--- config.mk ---
export PLATFORM = sky130hd
export DESIGN_NAME = crtc_char_shifter
export DESIGN_NICKNAME = d
export VERILOG_FILES = /design/src/rtl/crtc_char_shifter.sv
export SDC_FILE = /design/constraint.sdc
export NUM_CORES = 1
export LEC_CHECK = 0
export ABC_CLOCK_PERIOD_IN_PS = 1200
export BUFFER_PORTS_ARGS = -buffer_cell sky130_fd_sc_hd__buf_4
export CELL_PAD_IN_SITES_DETAIL_PLACEMENT = 1
export CELL_PAD_IN_SITES_GLOBAL_PLACEMENT = 1
export CORE_UTILIZATION = 34
export CTS_BUF_LIST = sky130_fd_sc_hd__clkbuf_8 sky130_fd_sc_hd__clkbuf_16
export CTS_CLUSTER_SIZE = 8
export DETAILED_ROUTE_END_ITERATION = 6
export PLACE_DENSITY = 0.82
export SLEW_MARGIN = 20
export SYNTH_ARGS = -nofsm -noshare
export SYNTH_HDL_FRONTEND = slang
export SYNTH_SLANG_ARGS = --single-unit
--- constraint.sdc ---
create_clock -name CLOCK -period 1.2 [get_ports CLOCK]
set_input_delay 0 -clock CLOCK [delete_from_list [all_inputs] [get_ports CLOCK]]
set_output_delay 0 -clock CLOCK [all_outputs]
set_load 0.02 [all_outputs]
--- src/rtl/crtc_char_shifter.sv ---
// Character-mode serializer behind the 6845: fetches code and glyph per slot and shifts 8 pixels.
// Optional attribute colour path is compiled in with `define VID_ATTR_EN.
module crtc_char_shifter #(
  parameter logic [3:0]  FG_COLOR     = 4'hF,
  parameter int unsigned BLINK_FRAMES = 16
) (
  input  logic        CLOCK,
  input  logic        nRESET,
  input  logic        PIX_CE,
  input  logic        CHAR_CE,
  input  logic [13:0] MA,
  input  logic [4:0]  RA,
  input  logic        DE,
  input  logic        HSYNC,
  input  logic        VSYNC,
  input  logic        CURSOR,
  output logic [13:0] VRAM_ADDR,
  input  logic [7:0]  VRAM_DATA,
  input  logic [3:0]  ATTR_DATA,
  output logic [10:0] CROM_ADDR,
  input  logic [7:0]  CROM_DATA,
  output logic        PIX_ON,
  output logic [3:0]  COLOR,
  output logic        DE_O,
  output logic        HS_O,
  output logic        VS_O
);

  localparam int unsigned BlinkW = (BLINK_FRAMES > 1) ? $clog2(BLINK_FRAMES) : 1;

  logic [2:0]        phase_q;
  logic              synced_q;
  logic [2:0]        ra_q;
  logic              de_q, hs_q, vs_q, cur_q;
  logic [7:0]        glyph_q;
  logic              glyph_ok_q;
  logic [7:0]        sreg_q;
  logic              cur_o_q;
  logic              vsync_prev_q;
  logic [BlinkW-1:0] blink_cnt_q;
  logic              blink_on_q;

  logic [1:0] unused_ra;
  assign unused_ra = RA[4:3];

  // Fetch stage, then hand-off to the output stage on each character boundary.
  always_ff @(posedge CLOCK) begin
    if (!nRESET) begin
      phase_q    <= 3'd0;
      synced_q   <= 1'b0;
      VRAM_ADDR  <= '0;
      CROM_ADDR  <= '0;
      ra_q       <= 3'd0;
      de_q       <= 1'b0;
      hs_q       <= 1'b0;
      vs_q       <= 1'b0;
      cur_q      <= 1'b0;
      glyph_q    <= 8'h00;
      glyph_ok_q <= 1'b0;
      sreg_q     <= 8'h00;
      cur_o_q    <= 1'b0;
      DE_O       <= 1'b0;
      HS_O       <= 1'b0;
      VS_O       <= 1'b0;
    end else if (PIX_CE) begin
      if (CHAR_CE) begin
        phase_q <= 3'd0;
      end else if (phase_q != 3'd7) begin
        phase_q <= phase_q + 3'd1;
      end

      if (phase_q == 3'd0) begin
        VRAM_ADDR <= MA;
        ra_q      <= RA[2:0];
        de_q      <= DE;
        hs_q      <= HSYNC;
        vs_q      <= VSYNC;
        cur_q     <= CURSOR;
      end
      if (phase_q == 3'd2) begin
        CROM_ADDR <= {VRAM_DATA, ra_q};
      end
      // Until the first boundary after reset the phase is not slot-aligned, so keep that slot blank.
      if (phase_q == 3'd4 && synced_q) begin
        glyph_q    <= CROM_DATA;
        glyph_ok_q <= 1'b1;
      end

      if (CHAR_CE) begin
        synced_q   <= 1'b1;
        sreg_q     <= (glyph_ok_q && de_q) ? glyph_q : 8'h00;
        // An incomplete fetch blanks the whole slot, cursor included.
        cur_o_q    <= cur_q & glyph_ok_q;
        DE_O       <= de_q;
        HS_O       <= hs_q;
        VS_O       <= vs_q;
        glyph_ok_q <= 1'b0;
      end else begin
        sreg_q <= {sreg_q[6:0], 1'b0};
      end
    end
  end

  always_ff @(posedge CLOCK) begin
    if (!nRESET) begin
      vsync_prev_q <= 1'b0;
      blink_cnt_q  <= '0;
      blink_on_q   <= 1'b1;
    end else if (PIX_CE) begin
      vsync_prev_q <= VSYNC;
      if (VSYNC && !vsync_prev_q) begin
        if (blink_cnt_q == BlinkW'(BLINK_FRAMES - 1)) begin
          blink_cnt_q <= '0;
          blink_on_q  <= ~blink_on_q;
        end else begin
          blink_cnt_q <= blink_cnt_q + 1'b1;
        end
      end
    end
  end

  assign PIX_ON = sreg_q[7] ^ (cur_o_q & blink_on_q & DE_O);

`ifdef VID_ATTR_EN
  logic [3:0] attr_q, attr_o_q;

  always_ff @(posedge CLOCK) begin
    if (!nRESET) begin
      attr_q   <= 4'h0;
      attr_o_q <= 4'h0;
    end else if (PIX_CE) begin
      if (phase_q == 3'd2) begin
        attr_q <= ATTR_DATA;
      end
      if (CHAR_CE) begin
        attr_o_q <= attr_q;
      end
    end
  end

  assign COLOR = PIX_ON ? attr_o_q : 4'h0;
`else
  logic [3:0] unused_attr;
  assign unused_attr = ATTR_DATA;

  assign COLOR = PIX_ON ? FG_COLOR : 4'h0;
`endif

endmodule

* After elaboration in Yosys (flattened, before gate mapping)
Cells that the tools add are included.
** Operators by class
- Bitwise operators :: 5
- Mux-type cells :: 8
- Eq/ne operators :: 4
- $add $sub $neg :: 2
- Reduce and logical (&&, ||, !) cells :: 15
** Operator list (number)
- 2-to-1 mux 8 bit :: 2
- AND reduction 2 bit :: 7
- 2-to-1 mux 4 bit :: 2
- 2-to-1 mux 3 bit :: 2
- adder 4 x 1 -> 4 bit (second input constant) :: 1
- equality test 4 bit (second input constant) :: 1
- nonzero test 2 bit :: 2
- adder 3 x 1 -> 3 bit (second input constant) :: 1
- bitwise AND 1 bit :: 3
- equality test 3 x 2 -> 1 bit (second input constant) :: 1
- equality test 3 bit (second input constant) :: 1
- logical AND 1 bit :: 3
- zero test 3 bit :: 1
- != test 3 bit (second input constant) :: 1
- AND reduction 3 bit :: 1
- 2-to-1 mux 1 bit :: 2
- zero test 1 bit :: 1
- NOT 1 bit :: 1
- XOR 1 bit :: 1
** Storage, ports and cells
- Logic and storage cells :: 53
- Bits in registers :: 63
- Input port bits :: 47
- Output and inout bits :: 33

* Depth between registers and ports, before layout
- Word-level depth :: 4
- Gate-level depth with buffers :: 6
- Gate-level depth less buffers :: 5

* Least setup slack after synthesis
OpenSTA, ideal clock, no wires.
- Path type :: register to output
- From :: register DE_O
- To :: output port COLOR[0]
- Data required time :: 1.200 ns
- Arrival :: 1.357 ns
- Path slack :: -0.157 ns
- Buffers on the path :: 1
- Stages on the path, launching flop included :: 4
- Cells stage by stage :: dfxtp_1 nand3_1 xnor2_1 buf_4
** Between the ends
- Longest elaborated chain between the ends :: 3
** Ends and longest elaborated chain
- start, declared :: line 24 : output logic DE_O,
- start signal, assigned :: line 94 : DE_O <= de_q;
- bitwise AND 1 bit :: line 122 : assign PIX_ON = sreg_q[7] ^ (cur_o_q & blink_on_q & DE_O);
- XOR 1 bit :: line 122
- net PIX_ON :: line 22 : output logic PIX_ON,
- 2-to-1 mux 4 bit :: line 146 : assign COLOR = PIX_ON ? FG_COLOR : 4'h0;
- end, declared :: line 23 : output logic [3:0] COLOR,
The timed path passes the listed nets, and every way through them passes these cells.

* Worst setup path after layout
- From :: register phase_q[1]
- To :: register phase_q[0]
** Between the ends
- Longest elaborated chain between the ends :: 3
** Ends and longest elaborated chain
- start, declared :: line 31 : logic [2:0] phase_q;
- start signal, assigned :: line 69 : phase_q <= phase_q + 3'd1;
- != test 3 bit :: line 68 : end else if (phase_q != 3'd7) begin
- nonzero test 2 bit (no source line)
- AND reduction 2 bit (no source line)
No other way between the ends.
A chain may end at the register's enable or synchronous reset.

==> qor.yml <==
cts_tree: "yes"
wl_mm: 7.606
die_area_mm2: 0.008155
synth_warnings: 0
placed_area_mm2: 0.003344
switching_share_pct: 25.68
synth_edf_count: 0
drive_gt1_share_pct: 35.35
synth-xor-area-share_pct: 0.6607
crit_slowest_cell: "dfxtp_4"
cp.arrival_ps: 1580
core_area_mm2: 0.007408
preCtsSetupSlack_ps: -140.6
switchingPower_uw: 1124
seqPwrFrac_pct: 50.7
io_buffers: 73
cts.sinks: 63
chipHeight_um: 90.31
clock_skew_ps: 6.886
synth_compound_area_share_pct: 16.33
io_pins: 80
leakagePower_uw: 0.001756
async_flop_share_pct: 0
pwr_density_cell_mw_per_mm2: 1054
fin_nets: 462
ys_types: 35
endpoint_kind: "register"
grt_max_degree: 51
synth_nets: 343
area_delta_synth_final_pct: 56.58
via_per_inst: 4.867
yosys-top-cells-area: "dfxtp_1 48%, nand2_1 9.6%, a21boi_1 8.2%, mux2i_1 4.9%, nor2b_1 3.3%"
clockBufferDepth: 2
drv_cap: 0
vias: 2492
path_clk_slew_ps: 70
grt_usage_pct: 18.81
first_global_vias: 2627
critPathKind: "register to register"
htreeDepth: 3
synth_area_mm2: 0.002651
drc: 0
syn_avg_cell_area_um2: 9.111
yosysTopAreaCell: "dfxtp_1"
antenna_found_initial: 0
hold_ws_ps: 52.93
die_w_um: 90.31
wl_per_cell_um: 14.86
synth_fa_ha_area_share_pct: 2.360
worstPathCellList: "ha_2, ha_4, nor3b_4, and2_1, o21a_1"
fmax_mhz: 767.7
slew_violations: 0
crit_buf_inv: 0
synth-seq-cells: 63
synth_top_family_by_area: "simple AND/OR/NAND/NOR gates"
cp_top_family: "simple AND/OR/NAND/NOR gates"
setup-violations-final: 36
startpoint_type: "register"
cts_made_buffers: 9
ant_nets: 0
rows: 31
final_util_pct: 56.04
p_int_uw: 3252
setup_ws_ps: -102.5
cts-root-buf: "clkbuf_8"
diodes: 0
yosysMostFrequentCell: "nand2_1"
critPathMaxStageDelay_ps: 370
layout_worst_path_cycle_share_pct: 108.5
outcome: "complete, but fails checks"
drtIter0Drc: 52
synthSimpleGateAreaFrac_pct: 22.18
p_total_uw: 4376
relSlewSlack_pct: 69.37
min_period_ps: 1303
rsz0062_at_grt: "yes"
hold_violations: 0
synth_ff_type: "dfxtp_1"
violations: "setup timing"
synth_mux_area_share_pct: 4.908
vdd_drop_max_uv: 649.2
grt_pass1_wl_mm: 12.39
hp-class: "input pin to register"
synth_cells: 291
clock_latency_ps: 330
synth_top_area_share_pct: 47.57
cp.required_ps: 1470
finalWeightedCongestion: 0.7155
dp_hpwl_mm: 4.494
clkPwrFrac_pct: 33.2
crit_fanout: 3
synth_seq_area_share_pct: 47.57
start_util_pct: 35.79
combPwrFrac_pct: 16.1
synth.cells.most_frequent: "68 x nand2_1, 63 x dfxtp_1, 29 x a21boi_1"
final_cell_area_mm2: 0.004151
worst_pin_slew_ps: 459.4
grt-ovfl-total: 0
dr.pass1.iters: 4
metrics by stage:
stage          cells  TNS [ps]
6_report         512     -1554
5_1_grt          512     -4814
4_1_cts          508     -1219
3_5_place_dp     452     -3527
3_3_place_gp     452     -1299
2_1_floorplan    291    -215.7
cell usage in the layout, fill, tap and decap left out, types with 8 or more instances in the layout:
| cell type | n |
|---|---|
| a21boi_1 | 27 |
| buf_4 | 81 |
| buf_6 | 10 |
| clkbuf_8 | 9 |
| dfxtp_1 | 55 |
| dlygate4sd3_1 | 37 |
| mux2i_1 | 12 |
| nand2_1 | 59 |
| nand4_1 | 8 |
| nor2b_1 | 14 |
| o21ai_0 | 9 |
logic make-up (layout without fill, tap and decap cells):
kind of cell,after synthesis,after routing
AO/OA/AOI/OAI,62,62
XOR/XNOR,2,2
adder cells (fa/ha/maj),5,5
buffers and inverters,28,150
flip-flops,63,63
multiplexers,13,13
AND/OR/NAND/NOR,118,118
layout make-up:
cell class / instances / area (um2)
clock buffer: 9 / 123.9
inverter: 3 / 16.27
sequential: 63 / 1274
tap: 99 / 123.9
clock inverter: 5 / 21.27
fill: 834 / 3257
timing repair buffer: 133 / 1194
multi-input combinational: 200 / 1399
per-layer routing:
metal	up-vias	global-route usage [%]	routed length, um
li1	1226	-	-
met1	1196	20.97	3152
met2	61	35.31	4027
met3	9	5.471	363
met4	0	3.629	62
met5	-	0	0
power groups by stage:
stage / Clock, uW / Combinational (uW) / Sequential [uW]
finish: 1450 / 705 / 2220
detailed placement: 0 / 533 / 2260
CTS: 1500 / 665 / 2210
global route: 1580 / 766 / 2220
global placement: 0 / 516 / 2250
floorplan: 0 / 254 / 2290
final timing paths:
path | start | to | slack (ps) | cells after the start
max | phase_q[1]$_SDFFE_PN0P_ | phase_q[0]$_SDFFE_PN0P_ | -100 | 5
min | PIX_CE | HS_O$_SDFFE_PN0P_ | 50 | 3
max reg2reg | phase_q[1]$_SDFFE_PN0P_ | phase_q[0]$_SDFFE_PN0P_ | -100 | 5
min reg2reg | VRAM_ADDR[0]$_SDFFE_PN0P_ | VRAM_ADDR[0]$_SDFFE_PN0P_ | 460 | 2
tightest hold or removal path, cell delays in order:
cell and delay [ps]:
buf_4 180, nand3_1 80, a21boi_0 60
state kept, by name, summed over array words and instances, names as in the netlist:
| register | flops |
|---|---|
| blink_cnt_q | 4 |
| sreg_q | 8 |
| DE_O | 1 |
| ra_q | 3 |
| glyph_ok_q | 1 |
| phase_q | 3 |
| blink_on_q | 1 |
| vsync_prev_q | 1 |
| synced_q | 1 |
| VRAM_ADDR | 14 |
| de_q | 1 |
| vs_q | 1 |
| glyph_q | 8 |
| cur_q | 1 |
| hs_q | 1 |
| cur_o_q | 1 |
| VS_O | 1 |
| HS_O | 1 |
| CROM_ADDR | 11 |
what timing repair did:
item                                    4_1_cts  5_1_grt
buffers inserted                              3        4
hold buffers                                 37        0
hold endpoints to repair                     38        0
gates resized for setup                      35       26
endpoints found under the setup margin       49       52
pin swaps                                    10       16
cloned                                        2        0
Power figures use the tool's default switching activity.
